### src/rtl/dbg_bridge_cmd.sv
// UART debug bridge: decodes CMD/LEN/ADDR[/DATA] frames from a UART byte stream
// into byte-wide bus writes (acked with 0x06) or reads (data echoed back).
module dbg_bridge_cmd #(
    parameter int TIMEOUT_W = 16
) (
    input  logic        clk_i,
    input  logic        rst_i,
    input  logic        uart_rx_ready_i,
    input  logic [7:0]  uart_data_i,
    input  logic        uart_rx_err_i,
    output logic        uart_rd_o,
    input  logic        uart_tx_busy_i,
    output logic        uart_wr_o,
    output logic [7:0]  uart_data_o,
    output logic [31:0] mem_addr_o,
    output logic [7:0]  mem_wdata_o,
    output logic        mem_wr_o,
    output logic        mem_rd_o,
    input  logic        mem_accept_i,
    input  logic        mem_ack_i,
    input  logic [7:0]  mem_rdata_i,
    output logic        busy_o
);

    localparam logic [7:0] CMD_WR   = 8'h10;
    localparam logic [7:0] CMD_RD   = 8'h11;
    localparam logic [7:0] ACK_BYTE = 8'h06;

    typedef enum logic [2:0] {
        ST_IDLE, ST_LEN, ST_ADDR, ST_WDATA, ST_BUS_WR, ST_BUS_RD, ST_TX_DATA, ST_TX_ACK
    } state_t;

    state_t               state, state_next;
    logic                 is_wr;
    logic [7:0]           count;
    logic [31:0]          addr;
    logic [7:0]           wdata;
    logic [7:0]           rdata;
    logic [1:0]           addr_idx;
    logic [TIMEOUT_W-1:0] timeout;
    logic                 rd_q;
    logic                 wr_q;
    logic                 accepted;

    logic rx_state, frame_state, pop, err_pop, tmo, bus_done, tx_fire;

    // rd_q/wr_q keep pops and transmit strobes at least one idle cycle apart
    always_comb begin
        rx_state    = (state == ST_IDLE) || (state == ST_LEN) ||
                      (state == ST_ADDR) || (state == ST_WDATA);
        frame_state = (state == ST_LEN) || (state == ST_ADDR) || (state == ST_WDATA);
        pop         = rx_state && !rd_q && (uart_rx_ready_i || (frame_state && uart_rx_err_i));
        err_pop     = pop && frame_state && uart_rx_err_i;
        tmo         = frame_state && !pop && (timeout == '1);
        bus_done    = mem_ack_i && (accepted || mem_accept_i);
        tx_fire     = ((state == ST_TX_DATA) || (state == ST_TX_ACK)) && !uart_tx_busy_i && !wr_q;
    end

    always_comb begin
        state_next = state;
        case (state)
            ST_IDLE: begin
                if (pop && !uart_rx_err_i && ((uart_data_i == CMD_WR) || (uart_data_i == CMD_RD)))
                    state_next = ST_LEN;
            end
            ST_LEN: begin
                if (err_pop || tmo)
                    state_next = ST_IDLE;
                else if (pop)
                    state_next = ST_ADDR;
            end
            ST_ADDR: begin
                if (err_pop || tmo)
                    state_next = ST_IDLE;
                else if (pop && (addr_idx == 2'd3)) begin
                    if (count == 8'd0)
                        state_next = is_wr ? ST_TX_ACK : ST_IDLE;
                    else
                        state_next = is_wr ? ST_WDATA : ST_BUS_RD;
                end
            end
            ST_WDATA: begin
                if (err_pop || tmo)
                    state_next = ST_IDLE;
                else if (pop)
                    state_next = ST_BUS_WR;
            end
            ST_BUS_WR: begin
                if (bus_done)
                    state_next = (count == 8'd1) ? ST_TX_ACK : ST_WDATA;
            end
            ST_BUS_RD: begin
                if (bus_done)
                    state_next = ST_TX_DATA;
            end
            ST_TX_DATA: begin
                if (tx_fire)
                    state_next = (count == 8'd0) ? ST_IDLE : ST_BUS_RD;
            end
            ST_TX_ACK: begin
                if (tx_fire)
                    state_next = ST_IDLE;
            end
            default: state_next = ST_IDLE;
        endcase
    end

    always_ff @(posedge clk_i or negedge rst_i) begin
        if (!rst_i)
            state <= ST_IDLE;
        else
            state <= state_next;
    end

    // Frame datapath: address/count advance only once a bus access has been acked
    always_ff @(posedge clk_i or negedge rst_i) begin
        if (!rst_i) begin
            is_wr    <= 1'b0;
            count    <= 8'd0;
            addr     <= 32'd0;
            wdata    <= 8'd0;
            rdata    <= 8'd0;
            addr_idx <= 2'd0;
            timeout  <= '0;
            rd_q     <= 1'b0;
            wr_q     <= 1'b0;
            accepted <= 1'b0;
        end else begin
            rd_q <= pop;
            wr_q <= tx_fire;

            if (!frame_state || pop)
                timeout <= '0;
            else if (timeout != '1)
                timeout <= timeout + TIMEOUT_W'(1);

            case (state)
                ST_IDLE: begin
                    if (pop)
                        is_wr <= (uart_data_i == CMD_WR);
                end
                ST_LEN: begin
                    if (pop && !err_pop) begin
                        count    <= uart_data_i;
                        addr     <= 32'd0;
                        addr_idx <= 2'd0;
                    end
                end
                ST_ADDR: begin
                    if (pop && !err_pop) begin
                        addr     <= {addr[23:0], uart_data_i};
                        addr_idx <= addr_idx + 2'd1;
                    end
                end
                ST_WDATA: begin
                    if (pop && !err_pop)
                        wdata <= uart_data_i;
                end
                ST_BUS_WR, ST_BUS_RD: begin
                    if (bus_done) begin
                        accepted <= 1'b0;
                        addr     <= addr + 32'd1;
                        count    <= count - 8'd1;
                        if (state == ST_BUS_RD)
                            rdata <= mem_rdata_i;
                    end else if (mem_accept_i) begin
                        accepted <= 1'b1;
                    end
                end
                default: ;
            endcase
        end
    end

    assign uart_rd_o   = pop;
    assign uart_wr_o   = tx_fire;
    assign uart_data_o = (state == ST_TX_ACK) ? ACK_BYTE : rdata;
    assign mem_addr_o  = addr;
    assign mem_wdata_o = wdata;
    assign mem_wr_o    = (state == ST_BUS_WR) && !accepted;
    assign mem_rd_o    = (state == ST_BUS_RD) && !accepted;
    assign busy_o      = (state != ST_IDLE);

endmodule

### config.mk
export PLATFORM = sky130hd
export DESIGN_NAME = dbg_bridge_cmd
export DESIGN_NICKNAME = d
export VERILOG_FILES = /design/src/rtl/dbg_bridge_cmd.sv
export SDC_FILE = /design/constraint.sdc
export NUM_CORES = 1
export LEC_CHECK = 0
export ABC_AREA = 1
export CAP_MARGIN = 20
export CORE_MARGIN = 2
export CORE_UTILIZATION = 30
export CTS_CLUSTER_DIAMETER = 150
export DETAILED_ROUTE_END_ITERATION = 6
export SYNTH_ARGS = -nofsm -noshare
export SYNTH_HDL_FRONTEND = slang
export SYNTH_SLANG_ARGS = --single-unit
### constraint.sdc
create_clock -name clk_i -period 2.2 [get_ports clk_i]
set_clock_uncertainty 0.2 [all_clocks]
set_input_delay 0.44 -clock clk_i [delete_from_list [all_inputs] [get_ports clk_i]]
set_output_delay 0.44 -clock clk_i [all_outputs]
set_load 0.005 [all_outputs]
==> impl_results.md <==
- Root Driver: clkbuf_16
- Die W: roughly 130 um
- Top-count cell post-synth: nand2_1
- FP Rows: 47
- Top cell by count, worst path: nand2_2
- Max-cap viol count: 0
- Starting Density: 30.7%
- Layout cells sized above 1: between 15 and 20%
- Iteration count of the initial detailed-routing pass: 6
- Synth Instances: 748
- Placed cell count: 1075
- Critical path fanouts, max: 7
- Largest stage delay on the critical path: roughly 0.42 ns
- CTS sink count: between 80 and 90
- CTS H-tree depth: 3
- Core Box Area: 16600 um^2
- Post-synthesis sequential area ratio: approximately 40%
- Design area: 7100 um^2
- Max clock buf depth: 2
- P per Cell Area: ~1400 nW/um^2
- Syn. warnings: 0
- Fraction of registers with async set/reset: 100%
- Final WS setup: 0.0392 ns
- RSZ-0062 raised after global routing: true
- First DRT Iteration DRCs: 379
- Synthesized flop and latch total: just over 80
- Worst hold path depth: 1
- Rel. slew slack: 65.3%
- Cell area after synthesis: 5120 um^2
- Antenna Cells: 0
- Worst Hold Class: register to register
- Initial antenna violation count: 0
- Leak: approximately 3.2 nW
- R2R Setup Slk: just under 0.04 ns
- Vias: 5383
- Synth Area per Inst: 6.84 um^2
- I/O Pins: 76
- Synth cell types: 39
- Filler cells: 1730
- Worst setup EP type: register
- DP Worst Slack: -0.152 ns
- Final Setup Violations: 0
- Post-DP Area: 6480 um^2
- Ranking of synthesized cells by area: dfrtp_1 (40%), nand2_1 (14%), nor2_1 (7.6%)
- Post-synth top flop: dfrtp_1
- Antenna-violating nets left: 0
- Core Util, Final: 42.7%
- Nets: slightly above 900
- Setup_tns: 0 ns
- Period Utilization, post-route: 98.2%
- R2R depth: 13
- CP arrival: around 2.2 ns
- Final Hold Fails: 0
- CTS tree: built
- Max VDD drop: 761 uV
- Post-synth EDFFs: 0
- Num CTS Buffers: 9
- Fmax: 463 MHz
- Final Hold Slack: 0.253 ns
- Synth cell count leaders: nand2_1 (194), nor2_1 (103), inv_1 (87)
- DRC violation count after routing: 0
- Placer Congestion: just under 0.9
- Worst-Skew Late Latency: 0.35 ns
- Hpwl dp: 11100 um
- CP cell instances: buf_6 > buf_4 > nor2_4 > nand2_2 > inv_1 > nand2_2 > nand2_1 > nand2_2 > inv_2 > nand2_8 > clkbuf_16 > a21oi_1 > a21oi_1
- Routed wire per std cell: 14.2 um
- Vias in the first global route: between 4000 and 5000
- Vias per cell: 4.86
- Crit path required time: 2.24 ns
- Final Non-Filler Cells: roughly 1100
- P&R area growth vs syn: 38.8%
- Measured slew at the worst slew-check pin: 0.521 ns
- Startpoint Class: register
- Critical Path Start: state[2]
- Tot Pwr: 9.79 mW
- DRT Wirelength: about 16000 um
- Max-slew violations: 0
- GR Util All Layers: approximately 17%
- Crit path kind: register to register
- Final min period: between 2 and 2.5 ns
- Die area: 18100 um^2
- Status: complete, no violations
- Port Buf Inserts: 75
- Die Y-Extent: between 100 and 150 um
- Syn_nets: 778
- First-pass GRT wire length: 25100 um
- Critical path's slowest cell: dfrtp_1
- Area share of the leading cell type in the synthesized netlist: 39.6%
- Worst-path clk slew: 0.07 ns
- Global route overflow: 0
- Reg-to-reg startpoint: state[2]
- Pin count of the biggest net entering global routing: 82
- Dominant cell type by area after synthesis: dfrtp_1
- Hold wc startpoint: wr_q
-- sequential cells by signal (all words and copies together) (netlist names) --
name / flops
rd_q: 1
state: 3
mem_wdata_o: 8
count: 8
rdata: 8
timeout: 16
wr_q: 1
mem_addr_o: 32
accepted: 1
addr_idx: 2
is_wr: 1
-- power by group --
group	switching, mW	internal, mW
logic	2.87	2.73
clock network	0.646	0.792
registers	0.670	2.08
total	4.19	5.61
-- logic make-up after synthesis --
group / count (synthesis) / share of synthesized area [%]
AO/OA/AOI/OAI: 121 / 12.7
XOR/XNOR: 3 / 0.514
adder cells (fa/ha/maj): 7 / 1.71
buffers and inverters: 113 / 9.34
flip-flops: 81 / 39.6
multiplexers: 8 / 1.76
AND/OR/NAND/NOR: 415 / 34.4
-- critical path, delay by kind of cell, from the launching register on --
family	cells	cell delay [ns]
DFF	1	0.42
buffers and inverters	5	0.64
AOI/OAI and AO/OA	2	0.21
and+or+nand+nor	6	0.58
-- worst paths after layout --
kind                                  endpoint
max in group asynchronous             state[0]
min in group asynchronous             state[2]
worst max register to register  mem_addr_o[16]
worst max-delay path            mem_addr_o[16]
worst min register to register            wr_q
worst min-delay path                      wr_q
-- timing repair --
action | 4_1_cts | 5_1_grt
buffers inserted | 7 | 4
hold endpoints to repair | 81 | 0
pin swaps | 4 | 8
cloned | 0 | 5
gates resized for setup | 30 | 51
hold buffers | 1 | 0
setup endpoints to repair | 13 | 47
-- metal layers --
metal,vias to the layer above,routed length (um),global-route usage (%)
met5,-,0,0
met4,0,228,4.62
met3,17,771,3.60
li1,2706,-,-
met2,134,7430,28.3
met1,2526,7250,23.9
-- final cells by class --
type | instances | area (um^2) | share of cell area (%)
Clock inverter | 4 | 28.8 | 0.405
Multi-Input combinational cell | 554 | 2770 | 39.0
Sequential cell | 81 | 2030 | 28.6
Inverter | 94 | 363 | 5.11
Clock buffer | 11 | 243 | 3.42
Timing Repair Buffer | 143 | 1390 | 19.6
Tap cell | 220 | 275 | 3.88
-- placed cells by master (no fill, tap or decap), types with 2 or more instances in the layout --
cell | Yosys | layout
a21oi_1 | 55 | 53
a21oi_2 | 0 | 2
a22oi_1 | 3 | 3
a31oi_1 | 3 | 3
buf_12 | 0 | 7
buf_4 | 2 | 51
buf_6 | 5 | 7
clkbuf_16 | 0 | 12
clkbuf_2 | 0 | 5
clkdlybuf4s50_1 | 0 | 61
clkinvlp_4 | 0 | 2
dfrtp_1 | 81 | 79
dfrtp_2 | 0 | 2
dlygate4sd2_1 | 0 | 5
ha_1 | 7 | 7
inv_1 | 87 | 86
inv_2 | 6 | 6
mux2_2 | 8 | 8
nand2_1 | 194 | 183
nand2_2 | 1 | 8
nand2_4 | 1 | 4
nand3_1 | 66 | 66
nand4_1 | 12 | 12
nor2_1 | 103 | 87
nor2_2 | 1 | 11
nor2_4 | 1 | 7
nor3_1 | 26 | 24
nor3_2 | 1 | 2
o21ai_0 | 40 | 40
o21ai_1 | 7 | 7
o22ai_1 | 5 | 5
or2_2 | 6 | 6
xor2_1 | 3 | 3
No activity file was read; power rests on OpenSTA's default activity.
